--- config.mk ---
export PLATFORM = sky130hd
export DESIGN_NAME = pc_sequencer_flat
export DESIGN_NICKNAME = d
export VERILOG_FILES = /design/src/rtl/pc_pkg.sv /design/src/rtl/pc_sequencer_if.sv /design/src/rtl/redirect_arbiter.sv /design/src/rtl/pc_sequencer.sv /design/src/flat_wrapper.sv
export SDC_FILE = /design/constraint.sdc
export NUM_CORES = 1
export LEC_CHECK = 0
export ABC_CLOCK_PERIOD_IN_PS = 12200
export BUFFER_PORTS_ARGS = -buffer_cell sky130_fd_sc_hd__buf_2
export CORE_MARGIN = 2
export CORE_UTILIZATION = 54
export DETAILED_ROUTE_END_ITERATION = 7
export PLACE_DENSITY_LB_ADDON = 0.05
export RECOVER_POWER = 100
export SETUP_SLACK_MARGIN = 0.05
export SYNTH_ARGS = -nofsm -noshare
export SYNTH_HDL_FRONTEND = slang
export SYNTH_SLANG_ARGS = --single-unit
--- constraint.sdc ---
create_clock -name clk -period 12.2 [get_ports clk]
set_input_delay 1.22 -clock clk [delete_from_list [all_inputs] [get_ports clk]]
set_output_delay 1.22 -clock clk [all_outputs]
set_load 0.02 [all_outputs]
--- src/rtl/pc_pkg.sv ---
// Shared constants for the fetch-PC sequencer: default vectors, address width,
// alignment/increment defaults, and a parameter legality helper.
package pc_pkg;

  localparam int          XLEN_DEF         = 32;
  localparam logic [31:0] RESET_VECTOR_DEF = 32'h0000_2000;
  localparam logic [31:0] TRAP_VECTOR_DEF  = 32'h0000_2100;
  localparam int          ALIGN_BYTES_DEF  = 4;
  localparam int          INC_BYTES_DEF    = 4;
  localparam int          NUM_REDIRECT_DEF = 2;
  localparam int          STAGES_DEF       = 3;
  localparam int          CNT_W_DEF        = 16;

  function automatic bit align_legal(input int align_bytes);
    return (align_bytes == 2) || (align_bytes == 4);
  endfunction

endpackage

--- src/rtl/pc_sequencer_if.sv ---
// Bundle of control inputs and PC/status outputs between the resolution logic
// and the fetch-PC sequencer.
interface pc_sequencer_if #(
  parameter int XLEN         = 32,
  parameter int NUM_REDIRECT = 2,
  parameter int STAGES       = 3,
  parameter int CNT_W        = 16
);
  // redirect_valid is a request without backpressure: any set bit is consumed
  // on the very next rising edge, there is no ready signal.
  logic                         stall;
  logic [NUM_REDIRECT-1:0]      redirect_valid;
  logic [NUM_REDIRECT*XLEN-1:0] redirect_target;
  logic [XLEN-1:0]              next_pc;
  logic [XLEN-1:0]              fetch_pc;
  logic                         fetch_valid;
  logic [STAGES*XLEN-1:0]       stage_pc;
  logic [STAGES-1:0]            stage_valid;
  logic                         misalign_fault;
  logic [XLEN-1:0]              fault_addr;
  logic [CNT_W-1:0]             redirect_count;

  modport master (
    output stall, redirect_valid, redirect_target,
    input  next_pc, fetch_pc, fetch_valid, stage_pc, stage_valid,
           misalign_fault, fault_addr, redirect_count
  );

  modport slave (
    input  stall, redirect_valid, redirect_target,
    output next_pc, fetch_pc, fetch_valid, stage_pc, stage_valid,
           misalign_fault, fault_addr, redirect_count
  );
endinterface

--- src/rtl/redirect_arbiter.sv ---
// Fixed-priority selection among redirect channels; channel 0 wins.
module redirect_arbiter #(
  parameter int XLEN         = 32,
  parameter int NUM_REDIRECT = 2
) (
  input  logic [NUM_REDIRECT-1:0]      valid_i,
  input  logic [NUM_REDIRECT*XLEN-1:0] target_i,
  output logic                         any_valid_o,
  output logic [XLEN-1:0]              target_o
);

  // Scan from the lowest priority up so the lowest set index is written last.
  always_comb begin
    any_valid_o = 1'b0;
    target_o    = '0;
    for (int i = NUM_REDIRECT - 1; i >= 0; i--) begin
      if (valid_i[i]) begin
        any_valid_o = 1'b1;
        target_o    = target_i[i*XLEN +: XLEN];
      end
    end
  end

endmodule

--- src/rtl/pc_sequencer.sv ---
// Fetch-PC generator: holds the fetch PC, picks the next PC from redirects,
// stall or increment, traps misaligned targets and tracks in-flight stage PCs.
module pc_sequencer
  import pc_pkg::*;
#(
  parameter int              XLEN         = XLEN_DEF,
  parameter logic [XLEN-1:0] RESET_VECTOR = RESET_VECTOR_DEF,
  parameter logic [XLEN-1:0] TRAP_VECTOR  = TRAP_VECTOR_DEF,
  parameter int              NUM_REDIRECT = NUM_REDIRECT_DEF,
  parameter int              STAGES       = STAGES_DEF,
  parameter int              ALIGN_BYTES  = ALIGN_BYTES_DEF,
  parameter int              INC_BYTES    = INC_BYTES_DEF,
  parameter int              CNT_W        = CNT_W_DEF
) (
  input  logic          clk,
  input  logic          reset,
  pc_sequencer_if.slave bus
);

  if (!align_legal(ALIGN_BYTES) || STAGES < 1 || NUM_REDIRECT < 1) begin : g_param_check
    $error("pc_sequencer: illegal ALIGN_BYTES/STAGES/NUM_REDIRECT");
  end

  localparam logic [XLEN-1:0] ALIGN_MASK = XLEN'(ALIGN_BYTES - 1);
  localparam logic [XLEN-1:0] INC        = XLEN'(INC_BYTES);

  logic            any_valid;
  logic [XLEN-1:0] win_target;
  logic            win_misaligned;

  redirect_arbiter #(.XLEN(XLEN), .NUM_REDIRECT(NUM_REDIRECT)) u_arb (
    .valid_i     (bus.redirect_valid),
    .target_i    (bus.redirect_target),
    .any_valid_o (any_valid),
    .target_o    (win_target)
  );

  assign win_misaligned = (win_target & ALIGN_MASK) != '0;

  logic [XLEN-1:0]              fetch_pc_q, fetch_pc_d;
  logic                         fetch_valid_q;
  logic [STAGES-1:0][XLEN-1:0]  stage_pc_q, stage_pc_d;
  logic [STAGES-1:0]            stage_valid_q, stage_valid_d;
  logic                         fault_q, fault_d;
  logic [XLEN-1:0]              fault_addr_q, fault_addr_d;
  logic [CNT_W-1:0]             count_q, count_d;

  always_comb begin
    fetch_pc_d = fetch_pc_q + INC;
    if (reset) begin
      fetch_pc_d = RESET_VECTOR;
    end else if (any_valid) begin
      fetch_pc_d = win_misaligned ? TRAP_VECTOR : win_target;
    end else if (bus.stall) begin
      fetch_pc_d = fetch_pc_q;
    end
  end

  // A redirect squashes every tracked stage; stage PCs are left as they were.
  always_comb begin
    stage_pc_d    = stage_pc_q;
    stage_valid_d = stage_valid_q;
    if (any_valid) begin
      stage_valid_d = '0;
    end else if (!bus.stall) begin
      stage_pc_d[0]    = fetch_pc_q;
      stage_valid_d[0] = fetch_valid_q;
      for (int i = 1; i < STAGES; i++) begin
        stage_pc_d[i]    = stage_pc_q[i-1];
        stage_valid_d[i] = stage_valid_q[i-1];
      end
    end
  end

  always_comb begin
    fault_d      = any_valid && win_misaligned;
    fault_addr_d = fault_d ? win_target : fault_addr_q;
    count_d      = count_q;
    if (any_valid && (count_q != '1)) begin
      count_d = count_q + 1'b1;
    end
  end

  always_ff @(posedge clk or posedge reset) begin
    if (reset) begin
      fetch_pc_q    <= RESET_VECTOR;
      fetch_valid_q <= 1'b0;
      stage_pc_q    <= '0;
      stage_valid_q <= '0;
      fault_q       <= 1'b0;
      fault_addr_q  <= '0;
      count_q       <= '0;
    end else begin
      fetch_pc_q    <= fetch_pc_d;
      fetch_valid_q <= 1'b1;
      stage_pc_q    <= stage_pc_d;
      stage_valid_q <= stage_valid_d;
      fault_q       <= fault_d;
      fault_addr_q  <= fault_addr_d;
      count_q       <= count_d;
    end
  end

  assign bus.next_pc        = fetch_pc_d;
  assign bus.fetch_pc       = fetch_pc_q;
  assign bus.fetch_valid    = fetch_valid_q;
  assign bus.stage_pc       = stage_pc_q;
  assign bus.stage_valid    = stage_valid_q;
  assign bus.misalign_fault = fault_q;
  assign bus.fault_addr     = fault_addr_q;
  assign bus.redirect_count = count_q;

endmodule

--- src/flat_wrapper.sv ---
// flat-port wrapper written by rule: the top's interface ports become plain ports
module pc_sequencer_flat import pc_pkg::*;
#(
  parameter int              XLEN         = XLEN_DEF,
  parameter logic [XLEN-1:0] RESET_VECTOR = RESET_VECTOR_DEF,
  parameter logic [XLEN-1:0] TRAP_VECTOR  = TRAP_VECTOR_DEF,
  parameter int              NUM_REDIRECT = NUM_REDIRECT_DEF,
  parameter int              STAGES       = STAGES_DEF,
  parameter int              ALIGN_BYTES  = ALIGN_BYTES_DEF,
  parameter int              INC_BYTES    = INC_BYTES_DEF,
  parameter int              CNT_W        = CNT_W_DEF
)
  (clk, reset, bus_stall, bus_redirect_valid, bus_redirect_target, bus_next_pc, bus_fetch_pc, bus_fetch_valid, bus_stage_pc, bus_stage_valid, bus_misalign_fault, bus_fault_addr, bus_redirect_count);
  pc_sequencer_if #(.XLEN(XLEN), .NUM_REDIRECT(NUM_REDIRECT), .STAGES(STAGES), .CNT_W(CNT_W)) bus_i ();
  input  logic clk;
  input  logic reset;
  input wire logic [$bits(bus_i.stall)-1:0] bus_stall;
  input wire logic [$bits(bus_i.redirect_valid)-1:0] bus_redirect_valid;
  input wire logic [$bits(bus_i.redirect_target)-1:0] bus_redirect_target;
  output wire logic [$bits(bus_i.next_pc)-1:0] bus_next_pc;
  output wire logic [$bits(bus_i.fetch_pc)-1:0] bus_fetch_pc;
  output wire logic [$bits(bus_i.fetch_valid)-1:0] bus_fetch_valid;
  output wire logic [$bits(bus_i.stage_pc)-1:0] bus_stage_pc;
  output wire logic [$bits(bus_i.stage_valid)-1:0] bus_stage_valid;
  output wire logic [$bits(bus_i.misalign_fault)-1:0] bus_misalign_fault;
  output wire logic [$bits(bus_i.fault_addr)-1:0] bus_fault_addr;
  output wire logic [$bits(bus_i.redirect_count)-1:0] bus_redirect_count;
  assign bus_i.stall = bus_stall;
  assign bus_i.redirect_valid = bus_redirect_valid;
  assign bus_i.redirect_target = bus_redirect_target;
  assign bus_next_pc = bus_i.next_pc;
  assign bus_fetch_pc = bus_i.fetch_pc;
  assign bus_fetch_valid = bus_i.fetch_valid;
  assign bus_stage_pc = bus_i.stage_pc;
  assign bus_stage_valid = bus_i.stage_valid;
  assign bus_misalign_fault = bus_i.misalign_fault;
  assign bus_fault_addr = bus_i.fault_addr;
  assign bus_redirect_count = bus_i.redirect_count;
  pc_sequencer #(.XLEN(XLEN), .RESET_VECTOR(RESET_VECTOR), .TRAP_VECTOR(TRAP_VECTOR), .NUM_REDIRECT(NUM_REDIRECT), .STAGES(STAGES), .ALIGN_BYTES(ALIGN_BYTES), .INC_BYTES(INC_BYTES), .CNT_W(CNT_W)) u_core (.clk(clk), .reset(reset), .bus(bus_i));
endmodule
==> summary.txt <==
Status
  – Status: finished with violations
  – Violated checks: capacitance limit, slew limit

Floorplan
  – Starting density of the core: a little under three fifths
  – Area of the core: 14,000 um2
  – Total die area: 15,500 um2
  – Num ports: 282
  – Row cnt: 43
  – Die Height: 124 um
  – Die width: ~120 um

Global route
  – Largest net degree at the start of global routing: 80
  – Global-route wire length before repair: 35,000 um
  – Vias in the first global route: 6,251
  – Overflow after GRT: 0
  – Initial antenna violation count: 6
  – GR Util All Layers: 29.1%

STA
  – Slew Limit Fails: roughly 320
  – RSZ-0062 raised after global routing: no
  – Max-Slew Margin vs Limit: -177%
  – Clock skew: 0.0116 ns
  – Final setup TNS: 0 ns
  – Fin crit period: 7.74 ns
  – Setup Viol. Count Final: 0
  – Fmax: 0.129 GHz
  – Fin worst setup slack: 4.46 ns
  – Worst Tran Pin Value: 4.15 ns
  – Final hold vios: 0
  – Final worst-path cycle share: between 60% and 70%

Power
  – Cell area power density: 170 nW/um2
  – Peak supply drop: roughly 0.13 mV
  – Leakage: approximately 4.4 nW

Finish
  – Core Util, Final: 68.6%
  – Ratio of cells with drive above 1 in the final layout: 21.9%
  – Fill cell count: around 1,200
  – Layout Cells excl Fill: 1,101
  – Synth-to-layout area growth: 22.9%
  – Nets: 975

Hold path
  – Hold Crit Start: u_core.bus.stage_pc[77]
  – Worst hold stages: 1
  – Worst Hold Class: flip-flop to flip-flop

Synth
  – Compound-gate portion of the synthesized area: approximately a tenth
  – Async set-or-reset flop fraction in the synthesized netlist: 100%
  – Number of synthesized flops with an enable pin: 0
  – Register area share after synthesis: between 50 and 60%
  – Syn nets: 703
  – FF+latch count, synth: about 180
  – Ys flop type: dfrtp_1
  – Simple-Gate Fraction of Synth Area: 10.5%
  – Synth Instances: 632
  – Distinct cells, synth: 54
  – Syn. warnings: 0
  – Area share of fa/ha/maj cells after synthesis: 0.320%
  – Mux share of post-synthesis cell area: around 15%
  – Main combinational cell family by area after synthesis: multiplexers
  – Syn Std Cell Area: between 7000 and 8000 um2
  – Syn_area_per_cell: 12.4 um2
  – Synth Area in XOR/XNOR: under 10%

Routing
  – WL/cell: roughly 21 um
  – Antenna Nets Post-Route: 0
  – Remaining DRCs: 0
  – First-pass DRT Iterations: 7
  – Via Count: 6,324
  – Vias per Instance: 5.74
  – Initial DRC Count: 437
  – Final WL: 22,700 um

Setup path
  – Reg2Reg Depth: 6
  – Crit path capture type: primary output
  – Worst setup SP type: input pin
  – Worst path slowest cell: clkbuf_1
  – Critical R2R Launch: u_core.bus.fetch_pc[2]
  – Crit path launch: reset
  – Cell Chain, Critical Path: clkbuf_1 > clkinvlp_2 > clkbuf_1 > nand2_1 > o211ai_1 > clkbuf_1
  – Max FO, Critical Path: 60
  – CP max stage delay: 2.24 ns
  – CP most frequent cell: clkbuf_1
  – Crit path required time: around 11 ns
  – Critical path class: input pin to primary output
  – Critical Path AT: 6.52 ns

Clock network
  – Clock Tree Root: clkbuf_16
  – Post-CTS setup buffer count: 0
  – Clock Path Buffers: 2
  – TritonCTS clock tree: done
  – # hold bufs at CTS: 0
  – H-tree depth: 4
  – Num CTS Buffers: 17
  – Worst-path clk slew: ~0.06 ns
  – Clk Latency, worst-skew pair: 0.43 ns
  – Post-CTS sizing: 0
  – Num Clock Sinks: 181

Placement
  – Final GP Congestion: 0.892
  – Worst slack, placed: 6.97 ns
  – Post-DP HPWL: 16,700 um
  – Buffers on Ports: between 200 and 300
  – DP Cell Count: 1,065

Run
  – Max-cap violation count: 6
Yosys cell counts (5+ instances only):
library cell	number	share of area, %
dfrtp_1	180	58
mux2_2	100	14
a21oi_1	49	3.1
nor2_1	49	2.4
a22oi_1	27	2.6
nand2_1	20	0.96
xor2_1	20	2.2
nand4_1	17	1.4
nand3_1	15	0.96
clkbuf_1	14	0.67
xnor2_1	14	1.6
and3_1	13	1.0
o21ai_0	13	0.83
buf_2	11	0.70
inv_1	9	0.43
mux2i_1	7	0.90
o22ai_1	6	0.48
buf_4	5	0.48
nor4_1	5	0.40
o211ai_1	5	0.48
o221ai_1	5	0.56
report_power, final:
part	internal, mW	switching, mW	leakage [nW]	total [mW]
logic	0.112	0.227	1.71	0.339
registers	0.680	0.0685	2.36	0.749
clock network	0.323	0.226	0.287	0.549
state kept, by name (all words and copies together), names as in the netlist:
register	cells
u_core.bus.stage_pc	96
u_core.bus.fault_addr	32
u_core.bus.fetch_pc	32
u_core.bus.redirect_count	16
u_core.bus.stage_valid	3
u_core.bus.fetch_valid	1
u_core.bus.misalign_fault	1
path summary, 6_finish.rpt:
check / slack (ns) / end
worst min register to register: 0.51 / u_core.bus.stage_pc[77]
min in group asynchronous: 1.37 / u_core.bus.redirect_count[11]
max in group asynchronous: 6.68 / u_core.bus.fetch_pc[11]
worst min-delay path: 0.51 / u_core.bus.stage_pc[77]
worst max register to register: 9.91 / u_core.bus.fetch_pc[30]
worst max-delay path: 4.46 / bus_next_pc[11]
area by class of cell:
type	count	area, um2	area share [%]
Inverter	9	35.0	0.365
Clock inverter	7	95.1	0.990
Clock buffer	24	492	5.12
Sequential cell	181	4530	47.2
Timing Repair Buffer	286	1160	12.1
Antenna cell	5	12.5	0.130
Multi-Input combinational cell	409	3050	31.8
Tap cell	180	225	2.35
kinds of logic (layout without fill, tap and decap cells):
| kind of cell | count (synthesis) | in the layout |
|---|---|---|
| and+or+nand+nor | 149 | 149 |
| DFF | 181 | 181 |
| AOI/OAI and AO/OA | 116 | 116 |
| buffers and inverters | 42 | 326 |
| xor gates and xnor gates | 34 | 34 |
| adders and majority gates | 2 | 2 |
| muxes | 107 | 107 |
| other | 1 | 6 |
layout by cell type (no fill, tap or decap), types with 2 or more instances in the layout:
master / instances
clkbuf_1: 222
dfrtp_1: 180
mux2_2: 98
buf_2: 66
nor2_1: 50
a21oi_1: 49
a22oi_1: 27
nand2_1: 20
xor2_1: 20
nand4_1: 17
clkbuf_16: 17
nand3_1: 15
xnor2_1: 14
o21ai_0: 13
and3_1: 13
inv_1: 8
mux2i_1: 7
o211ai_1: 6
o22ai_1: 6
diode_2: 5
o221ai_1: 5
nor4_1: 5
or3_1: 4
nor3_1: 4
and4_1: 4
clkbuf_8: 4
mux2_1: 2
or4_1: 2
and2_1: 2
o31a_1: 2
ha_1: 2
clkinv_2: 2
bufinv_16: 2
layer usage:
layer  vias to the layer above  GRT usage (%)  wire length, um
met1                      3131           38.7             9350
met4                         2           11.6              701
li1                       2841              -                -
met3                        44           8.51             1960
met5                         -              0               11
met2                       306           45.4            10700
through the flow:
step                      hold slack [ns]  total power [mW]  instance area (um2)
after global placement              0.481              1.11                 9330
after floorplan                     0.601             0.975                 7820
final                               0.507              1.64                 9600
after CTS                           0.501              1.67                 9920
after global routing                0.525              1.70                 9600
after detailed placement            0.485              1.12                 9330
worst max-delay path, delay by kind of cell:
family / cells / cell delay [ns]
buf+inv: 4 / 3.95
simple gates: 1 / 0.87
compound gates: 1 / 0.47
(Power assumes the default switching activity.)
